==> src/rtl/huffman_pkg.sv <==
// Shared types and JPEG marker constants for the Huffman bitstream feeder.
package huffman_pkg;

    typedef enum logic [2:0] {
        S_FETCH,
        S_CHECK_FF,
        S_SHIFT,
        S_DONE,
        S_ERROR
    } feed_state_t;

    localparam logic [7:0] MARKER_PREFIX = 8'hFF;
    localparam logic [7:0] STUFF_BYTE    = 8'h00;
    localparam logic [7:0] RST0          = 8'hD0;
    localparam logic [7:0] RST7          = 8'hD7;
    localparam logic [7:0] EOI           = 8'hD9;

    function automatic logic is_rst_marker(input logic [7:0] code);
        return (code >= RST0) && (code <= RST7);
    endfunction

endpackage

==> src/rtl/bit_serializer.sv <==
// 8-bit parallel-load, MSB-first shift register that holds while throttled.
// `last` marks the final bit of the loaded byte.
module bit_serializer (
    input  logic       clk,
    input  logic       rst,
    input  logic       load,
    input  logic [7:0] data,
    input  logic       shift,
    output logic       msb,
    output logic       last
);

    logic [7:0] shreg;
    logic [3:0] count;

    // NOTE: sequential state is assigned with <= so every flop samples pre-edge values.
    always_ff @(posedge clk or posedge rst) begin
        if (rst) begin
            shreg <= '0;
            count <= '0;
        end else if (load) begin
            shreg <= data;
            count <= 4'd8;
        end else if (shift && (count != 4'd0)) begin
            shreg <= {shreg[6:0], 1'b0};
            count <= count - 4'd1;
        end
    end

    assign msb  = shreg[7];
    assign last = (count == 4'd1);

endmodule

==> src/rtl/huffman_bitstream_feeder.sv <==
// Byte-stream to serial-bit feeder for the Huffman decoder: unstuffs 0xFF00,
// decodes RSTn/EOI markers, throttles on decoder occupancy, counts blocks.
// Optional statistics counters are built when HUFF_FEED_STATS_EN is defined.
module huffman_bitstream_feeder
    import huffman_pkg::*;
#(
    parameter int FILL_LIMIT = 20,
    parameter int CNT_W      = 16
) (
    input  logic             clk_in,
    input  logic             rst_in,
    input  logic [7:0]       byte_in,
    input  logic             byte_valid_in,
    output logic             byte_ready_out,
    input  logic [4:0]       dec_len_in,
    input  logic             dec_valid_in,
    input  logic             dec_dc_in,
    output logic             serial_out,
    output logic             serial_valid_out,
    output logic             dec_rst_out,
    output logic [7:0]       marker_out,
    output logic             marker_valid_out,
    output logic [CNT_W-1:0] blocks_out,
    output logic             done_out,
    output logic             error_out,
    output logic [23:0]      bits_out,
    output logic [15:0]      stuffed_out
);

    localparam logic [4:0] FILL_LV = 5'(FILL_LIMIT);

    feed_state_t state, next_state;

    logic       take;
    logic       emit;
    logic       load;
    logic [7:0] load_data;
    logic       mark;
    logic       mark_rst;
    logic       set_done;
    logic       set_err;
    logic       ser_msb;
    logic       ser_last;

    assign take = byte_valid_in && byte_ready_out;
    // Throttle looks at the occupancy of this very cycle; the decoder's lag is covered by FILL_LIMIT headroom.
    assign emit = (state == S_SHIFT) && (dec_len_in < FILL_LV);

    always_ff @(posedge clk_in or posedge rst_in) begin
        if (rst_in) state <= S_FETCH;
        else        state <= next_state;
    end

    // NOTE: every signal driven here gets a default first, so no latch can be inferred.
    always_comb begin
        next_state = state;
        load       = 1'b0;
        load_data  = byte_in;
        mark       = 1'b0;
        mark_rst   = 1'b0;
        set_done   = 1'b0;
        set_err    = 1'b0;
        case (state)
            S_FETCH: begin
                if (take) begin
                    if (byte_in == MARKER_PREFIX) begin
                        next_state = S_CHECK_FF;
                    end else begin
                        load       = 1'b1;
                        next_state = S_SHIFT;
                    end
                end
            end
            S_CHECK_FF: begin
                if (take) begin
                    if (byte_in == STUFF_BYTE) begin
                        load       = 1'b1;
                        load_data  = MARKER_PREFIX;
                        next_state = S_SHIFT;
                    end else if (byte_in == MARKER_PREFIX) begin
                        next_state = S_CHECK_FF;
                    end else if (is_rst_marker(byte_in)) begin
                        mark       = 1'b1;
                        mark_rst   = 1'b1;
                        next_state = S_FETCH;
                    end else if (byte_in == EOI) begin
                        mark       = 1'b1;
                        set_done   = 1'b1;
                        next_state = S_DONE;
                    end else begin
                        set_err    = 1'b1;
                        next_state = S_ERROR;
                    end
                end
            end
            S_SHIFT: begin
                if (emit && ser_last) next_state = S_FETCH;
            end
            S_DONE:  next_state = S_DONE;
            S_ERROR: next_state = S_ERROR;
            default: next_state = S_FETCH;
        endcase
    end

    bit_serializer u_ser (
        .clk   (clk_in),
        .rst   (rst_in),
        .load  (load),
        .data  (load_data),
        .shift (emit),
        .msb   (ser_msb),
        .last  (ser_last)
    );

    assign serial_out       = ser_msb;
    assign serial_valid_out = emit;

    always_ff @(posedge clk_in or posedge rst_in) begin
        if (rst_in) begin
            byte_ready_out   <= 1'b0;
            marker_valid_out <= 1'b0;
            dec_rst_out      <= 1'b0;
            marker_out       <= '0;
            done_out         <= 1'b0;
            error_out        <= 1'b0;
            blocks_out       <= '0;
        end else begin
            byte_ready_out   <= (next_state == S_FETCH) || (next_state == S_CHECK_FF);
            marker_valid_out <= mark;
            dec_rst_out      <= mark_rst;
            if (mark)     marker_out <= byte_in;
            if (set_done) done_out   <= 1'b1;
            if (set_err)  error_out  <= 1'b1;
            if (dec_valid_in && dec_dc_in) blocks_out <= blocks_out + CNT_W'(1);
        end
    end

`ifdef HUFF_FEED_STATS_EN
    logic        stuffing;
    logic [23:0] bit_cnt;
    logic [15:0] stuff_cnt;

    assign stuffing = take && (state == S_CHECK_FF) && (byte_in == STUFF_BYTE);

    always_ff @(posedge clk_in or posedge rst_in) begin
        if (rst_in) begin
            bit_cnt   <= '0;
            stuff_cnt <= '0;
        end else begin
            if (emit)     bit_cnt   <= bit_cnt + 24'd1;
            if (stuffing) stuff_cnt <= stuff_cnt + 16'd1;
        end
    end

    assign bits_out    = bit_cnt;
    assign stuffed_out = stuff_cnt;
`else
    assign bits_out    = '0;
    assign stuffed_out = '0;
`endif

endmodule
==> config.mk <==
export PLATFORM = sky130hd
export DESIGN_NAME = huffman_bitstream_feeder
export DESIGN_NICKNAME = d
export VERILOG_FILES = /design/src/rtl/huffman_pkg.sv /design/src/rtl/bit_serializer.sv /design/src/rtl/huffman_bitstream_feeder.sv
export SDC_FILE = /design/constraint.sdc
export NUM_CORES = 1
export LEC_CHECK = 0
export ABC_AREA = 1
export ABC_CLOCK_PERIOD_IN_PS = 1800
export BUFFER_PORTS_ARGS = -buffer_cell sky130_fd_sc_hd__buf_4
export CORE_ASPECT_RATIO = 1.4
export CORE_MARGIN = 3
export CORE_UTILIZATION = 46
export CTS_CLUSTER_DIAMETER = 50
export DETAILED_ROUTE_END_ITERATION = 12
export HOLD_SLACK_MARGIN = 0.05
export PLACE_DENSITY = 0.77
export SLEW_MARGIN = 10
export SYNTH_ARGS = -nofsm -noshare
export SYNTH_HDL_FRONTEND = slang
export SYNTH_HIERARCHICAL = 1
export SYNTH_SLANG_ARGS = --single-unit
==> constraint.sdc <==
create_clock -name clk_in -period 1.8 [get_ports clk_in]
set_clock_uncertainty 0.1 [all_clocks]
set_input_delay 0.18 -clock clk_in [delete_from_list [all_inputs] [get_ports clk_in]]
set_output_delay 0.18 -clock clk_in [all_outputs]
set_load 0.03 [all_outputs]
After elaboration in Yosys (flattened, before gate mapping)
Index checks and enable logic that the tools add are counted.

word-level totals
  register bits after elaboration = 44
  bits of input ports = 18
  output and inout port bits = 71
  logic and storage cells = 78

operators by class
  add/subtract/negate cells = 2
  $lt $le $gt $ge = 3
  eq/ne operators = 8
  multiplexer cells = 43
  reductions and logical operators = 12

operators by type and width
  kind                   count
  $mux 8                 5
  $mux 1                 26
  $mux 3                 7
  $add 16x1->16 const B  1
  $eq 8x8->1 const B     2
  $pmux 3 s5             1
  $ge 8x8->1 const B     1
  $le 8x8->1 const B     1
  $logic_not 8->1        1
  $mux 4                 2
  $eq 3x1->1 const B     2
  $eq 3x2->1 const B     2
  $logic_and 1x1->1      6
  $logic_not 3->1        2
  $lt 5x5->1 const B     1
  $eq 4x1->1 const B     1
  $reduce_bool 4->1      1
  $sub 4x1->4 const B    1
  $eq 3x3->1 const B     1
  $mux 2                 1
  $pmux 1 s2             1
  $reduce_bool 2->1      1
  $logic_or 1x1->1       1

Longest topological paths before layout
  depth after elaboration = 9
  mapped depth = 10

Modules after synthesis
The synthesis kept the hierarchy.

by module, submodules not included
  module                    times used  cells each  area an instance (µm²)  seq. area each (µm²)
  huffman_bitstream_feeder  1           239         1951.9                  800.8
  bit_serializer            1           80          720.7                   300.3

Least setup slack after synthesis
OpenSTA, ideal clock, no wires.

  path kind = register -> register
  from = reg byte_ready_out
  to = reg u_ser.count[0]
  arrival time = 1.653 ns
  slack = -0.074 ns
  stages on the path, launching flop included = 9
  path buffers = 1
  clock period less this slack = 1.874 ns
  cell sequence = dfrtp_1 > nand2_1 > inv_1 > nand3_1 > nand2_1 > bufinv_8 > nand2_8 > buf_12 > o21ai_2

on the way
  longest elaborated chain between the ends = 4
  elaborated cells on any way between the ends = 6
  those cells by class = mux: 4; reduce/logical: 2

RTL lines
  what                                         RTL line                                                        source
  start: declaration                           huffman_bitstream_feeder.sv:14                                  output logic byte_ready_out,
  start signal: assignment                     huffman_bitstream_feeder.sv:128                                 byte_ready_out <= (next_state == S_FETCH) || (next_state == S_CHECK_FF);
  $logic_and 1x1->1 (*)                        huffman_bitstream_feeder.sv:45                                  assign take = byte_valid_in && byte_ready_out;
  $mux 1 (on tied branches)                    huffman_bitstream_feeder.sv:75, huffman_bitstream_feeder.sv:65
  $pmux 1 s2 (*)                               huffman_bitstream_feeder.sv:63                                  case (state)
  named net load                               huffman_bitstream_feeder.sv:36                                  logic load;
  $mux 4 or $reduce_bool 2->1 (tied branches)  n/a
  end signal: assignment                       bit_serializer.sv:26                                            count <= count - 4'd1;
  end: declaration                             bit_serializer.sv:14                                            logic [3:0] count;

The timed path passes the listed nets; every way through them passes the cells marked *.
A chain may end at the register's enable or synchronous reset.

Final worst setup path
  from = reg state[1]
  to = out serial_valid_out

on the way
  longest elaborated chain between the ends = 2

RTL lines
  what                      RTL line                        source
  start: declaration        huffman_bitstream_feeder.sv:32  feed_state_t state, next_state;
  start signal: assignment  huffman_bitstream_feeder.sv:51  else state <= next_state;
  $eq 3x2->1                huffman_bitstream_feeder.sv:47  assign emit = (state == S_SHIFT) && (dec_len_in < FILL_LV);
  $logic_and 1x1->1         huffman_bitstream_feeder.sv:47
  end: declaration          huffman_bitstream_feeder.sv:19  output logic serial_valid_out,

No other way between the ends.

==> report_table.html <==
<table>
<tr><th>Metric</th><th>Value</th></tr>
<tr><th colspan="2">Run status</th></tr>
<tr><td>Run status</td><td>completed</td></tr>
<tr><th colspan="2">Placed design</th></tr>
<tr><td>I/O Buffers</td><td>46</td></tr>
<tr><td>Routability Congestion</td><td>0.751</td></tr>
<tr><td>Cell total after placement</td><td>435</td></tr>
<tr><td>Final HPWL DP</td><td>4050 microns</td></tr>
<tr><td>Post-placement worst setup slack</td><td>0.182 ns</td></tr>
<tr><td>Area post-placement</td><td>2970 sq um</td></tr>
<tr><th colspan="2">Yosys</th></tr>
<tr><td>Post-Synth XOR/XNOR Area</td><td>4.92%</td></tr>
<tr><td>Dominant combinational cell family by area after synthesis</td><td>simple AND/OR/NAND/NOR gates</td></tr>
<tr><td>Cell Area, Synth</td><td>2670 sq um</td></tr>
<tr><td>Syn avg cell area</td><td>8.38 sq um</td></tr>
<tr><td>Post-Synth Adder-Cell Area</td><td>1.87%</td></tr>
<tr><td>Simple-gate share of the synthesized area</td><td>27.1%</td></tr>
<tr><td>Top post-synthesis cells by area</td><td>sky130_fd_sc_hd__dfrtp_1, sky130_fd_sc_hd__buf_4, sky130_fd_sc_hd__nand2_1</td></tr>
<tr><td>Share of cell area taken by muxes after synthesis</td><td>0%</td></tr>
<tr><td>Most used DFF post-synth</td><td>sky130_fd_sc_hd__dfrtp_1</td></tr>
<tr><td>Seq/Total Area, Yosys</td><td>41.2%</td></tr>
<tr><td>Share of Yosys cell area claimed by the top area cell type</td><td>41.2%</td></tr>
<tr><td>Most numerous cell in the Yosys netlist</td><td>sky130_fd_sc_hd__nand2_1</td></tr>
<tr><td>Count of yosys warnings during synthesis</td><td>6</td></tr>
<tr><td>#FFs+latches synth</td><td>44</td></tr>
<tr><td>Number of instances in the synthesized netlist</td><td>319</td></tr>
<tr><td>Cell types with the highest counts after synthesis</td><td>sky130_fd_sc_hd__nand2_1, sky130_fd_sc_hd__dfrtp_1, sky130_fd_sc_hd__buf_4</td></tr>
<tr><td>Post-synthesis compound-gate area fraction</td><td>6.09%</td></tr>
<tr><td>Number of distinct library cell variants in the gate-level netlist after synthesis</td><td>35</td></tr>
<tr><td>Number of enable flip-flop cells after synthesis</td><td>0</td></tr>
<tr><td>Cell type contributing the most total cell area after synthesis</td><td>sky130_fd_sc_hd__dfrtp_1</td></tr>
<tr><td>Fraction of synthesis flops using an asynchronous set or reset pin</td><td>100%</td></tr>
<tr><th colspan="2">Setup path</th></tr>
<tr><td>Data arrival time of the critical path</td><td>1.38 ns</td></tr>
<tr><td>Cell with the largest stage delay on the worst path</td><td>sky130_fd_sc_hd__dfrtp_1</td></tr>
<tr><td>Setup slack, reg-to-reg</td><td>0.15 ns</td></tr>
<tr><td>Critical path launch point type</td><td>flop</td></tr>
<tr><td>Cell breakdown of the critical path</td><td>inv_1 -&gt; nor2_2 -&gt; and3_4 -&gt; buf_4</td></tr>
<tr><td>Critical path capture point type</td><td>output pin</td></tr>
<tr><td>Worst path bufs/invs</td><td>2</td></tr>
<tr><td>Endpoint required time on the critical path</td><td>1.52 ns</td></tr>
<tr><td>Category of the critical setup timing path</td><td>flop to output pin</td></tr>
<tr><td>Largest delay contributor family on the critical path</td><td>flip-flops</td></tr>
<tr><td>Worst-path fanout max</td><td>5</td></tr>
<tr><td>Slowest stage delay, CP</td><td>0.42 ns</td></tr>
<tr><th colspan="2">STA</th></tr>
<tr><td>Fin Hold WS</td><td>0.0817 ns</td></tr>
<tr><td># setup viols final</td><td>0</td></tr>
<tr><td>Number of max-slew violations in the final report</td><td>0</td></tr>
<tr><td>Final Hold Violating Endpoints</td><td>0</td></tr>
<tr><td>Peak clock frequency supported by timing</td><td>602 MHz</td></tr>
<tr><td>Setup slack after layout</td><td>0.140 ns</td></tr>
<tr><td>Share of the clock period used by the worst path</td><td>92.2%</td></tr>
<tr><td>Final critical path time including I/O delays and setup</td><td>1.66 ns</td></tr>
<tr><td>Setup total negative slack</td><td>0 ns</td></tr>
<tr><td>RSZ-0062 raised after global routing</td><td>false</td></tr>
<tr><th colspan="2">CTS</th></tr>
<tr><td>Insertion delay of the later-clocked pin in the worst-skew pair</td><td>0.30 ns</td></tr>
<tr><td>Max clock buf depth</td><td>2</td></tr>
<tr><td>TritonCTS sink count</td><td>44</td></tr>
<tr><td>Setup fix buffers added after clock tree synthesis</td><td>0</td></tr>
<tr><td>Level count of the clock H-tree</td><td>2</td></tr>
<tr><td>Clock slew at the register clock pins of the worst setup and hold paths</td><td>0.08 ns</td></tr>
<tr><td>Master cell of the clock root buffer</td><td>sky130_fd_sc_hd__clkbuf_8</td></tr>
<tr><td>Cts bufs inserted</td><td>5</td></tr>
<tr><td>TritonCTS clock tree</td><td>done</td></tr>
<tr><th colspan="2">Layout</th></tr>
<tr><td>Post-route standard cell area excluding fillers</td><td>3070 sq um</td></tr>
<tr><td>Footprint of the multi-input gates</td><td>1230 sq um</td></tr>
<tr><td>Fill count</td><td>532</td></tr>
<tr><td>Total Nets Final</td><td>397</td></tr>
<tr><td>Fraction of final layout cells sized beyond drive strength 1</td><td>26.3%</td></tr>
<tr><td>Post-synthesis to final-layout area growth</td><td>14.7%</td></tr>
<tr><td>Ant. Diodes</td><td>0</td></tr>
<tr><td>Non-filler cells in the finished layout</td><td>444</td></tr>
<tr><td>Register area</td><td>1100 sq um</td></tr>
<tr><td>Final core area utilization</td><td>55.1%</td></tr>
<tr><th colspan="2">Hold path</th></tr>
<tr><td>Hold Crit Class</td><td>input port to flop</td></tr>
<tr><th colspan="2">Pwr</th></tr>
<tr><td>Power density over the cells</td><td>787 nW/um^2</td></tr>
<tr><td>Worst ir drop on vdd</td><td>0.752 mV</td></tr>
<tr><td>Leakage power total</td><td>1.65 nW</td></tr>
<tr><td>Power consumption</td><td>2.41 mW</td></tr>
<tr><th colspan="2">Die</th></tr>
<tr><td>Starting density of the core</td><td>48.0%</td></tr>
<tr><td>Die Outline Area</td><td>6770 sq um</td></tr>
<tr><td>Core region area</td><td>5570 sq um</td></tr>
<tr><td>Number of top-level design ports</td><td>89</td></tr>
<tr><td>Vert. Die Dim</td><td>96.2 microns</td></tr>
<tr><td>Die Wd</td><td>70.4 microns</td></tr>
<tr><td>Cell Rows</td><td>32</td></tr>
<tr><th colspan="2">Flow run</th></tr>
<tr><td>Max-cap viol count</td><td>0</td></tr>
<tr><th colspan="2">Drt</th></tr>
<tr><td>Average wire per standard cell</td><td>11.6 microns</td></tr>
<tr><td>DR vias/cell</td><td>4.61</td></tr>
<tr><td>Residual DRC count</td><td>0</td></tr>
<tr><td>Initial DRC Count</td><td>56</td></tr>
<tr><td>Vias post-DR</td><td>2,045</td></tr>
<tr><td>Total wire length</td><td>5150 microns</td></tr>
<tr><td>Number of optimization iterations in the first detailed-route pass</td><td>4</td></tr>
<tr><td>Antenna Nets Post-Route</td><td>0</td></tr>
<tr><th colspan="2">GRT</th></tr>
<tr><td>Largest net degree at the start of global routing</td><td>33</td></tr>
<tr><td>Global-route wire length before repair</td><td>8550 microns</td></tr>
<tr><td>Overflow left after global routing</td><td>0</td></tr>
<tr><td>Via count of the first global-routing pass</td><td>1,971</td></tr>
<tr><td>Number of antenna violations at the first check in global routing</td><td>0</td></tr>
<tr><td>Total routing usage reported by global routing</td><td>15.9%</td></tr>
</table>
[metal layers]
layer  up-vias  global-route usage [%]  wire length (microns)
met4         0                    7.03                    104
li1       1024                       -                      -
met2        51                    30.2                   2840
met5         -                       0                      0
met3         8                    3.55                    249
met1       962                    16.5                   1950
[layout by cell type, fill, tap and decap left out, drive strengths merged]
| cell type | n |
|---|---|
| nand2 | 77 |
| buf | 51 |
| dfrtp | 44 |
| inv | 42 |
| conb | 40 |
| nand3 | 25 |
| nor2 | 25 |
| o21ai | 22 |
| xor2 | 10 |
| clkbuf | 7 |
| nor3 | 6 |
| nand4 | 5 |
| xnor2 | 5 |
| ha | 4 |
| or2 | 3 |
| nor3b | 2 |
| and2 | 1 |
| and3 | 1 |
| a22oi | 1 |
| o211ai | 1 |
| o21bai | 1 |
| clkinv | 1 |
| dlygate4sd3 | 1 |
| bufinv | 1 |
[final cells by class]
class                           count  share of cell area, %
Clock buffer                        7                   2.49
Clock inverter                      1                  0.163
Inverter                           43                   5.71
Multi-Input combinational cell    229                   40.1
Sequential cell                    44                   35.9
Tap cell                           68                   2.77
Timing Repair Buffer               52                   12.8
[repair_timing]
action,in CTS,in global routing
hold buffers,1,0
resized for setup,1,3
endpoints found under the hold margin,44,0
pin swaps,0,0
endpoints found under the setup margin,1,9
[worst reg2reg max path, cell delays in order (launching register included)]
cell and delay, ns:
sky130_fd_sc_hd__dfrtp_1 0.44, sky130_fd_sc_hd__nor3_1 0.35, sky130_fd_sc_hd__nand3_1 0.12, sky130_fd_sc_hd__nand2_1 0.09, sky130_fd_sc_hd__bufinv_8 0.21, sky130_fd_sc_hd__nand2_8 0.14
sky130_fd_sc_hd__nand3_2 0.08, sky130_fd_sc_hd__nand2_1 0.07
[kinds of logic after synthesis]
kind of cell / after synthesis
AO/OA/AOI/OAI: 25
XOR/XNOR: 15
adder cells (fa/ha/maj): 4
buffers and inverters: 85
flip-flops: 44
other: 1
AND/OR/NAND/NOR: 145
[sequential cells by signal, summed over array words and instances (netlist names)]
register,flops
u_ser/shreg,8
byte_ready_out,1
dec_rst_out,1
marker_valid_out,1
marker_out,8
state,3
done_out,1
error_out,1
blocks_out,16
u_ser/count,4
[power by group]
| part | internal, mW | switching, mW | total [mW] |
|---|---|---|---|
| Clock | 0.273 | 0.339 | 0.612 |
| Sequential | 1.07 | 0.0955 | 1.16 |
| Combinational | 0.202 | 0.439 | 0.641 |
[worst paths after layout]
| kind | startpoint | to | depth (start not counted) |
|---|---|---|---|
| max | state[1]$_DFF_PP0_ | serial_valid_out | 4 |
| min | byte_in[1] | marker_out[1]$_DFFE_PP0P_ | 3 |
| max reg2reg | state[2]$_DFF_PP0_ | u_ser/count[2]$_DFFE_PP0P_ | 7 |
| min reg2reg | marker_out[5]$_DFFE_PP0P_ | marker_out[5]$_DFFE_PP0P_ | 2 |
| max in group asynchronous | rst_in | byte_ready_out$_DFF_PP0_ | 4 |
| min in group asynchronous | rst_in | u_ser/shreg[1]$_DFFE_PP0P_ | 3 |
Power figures use the tool's default switching activity.
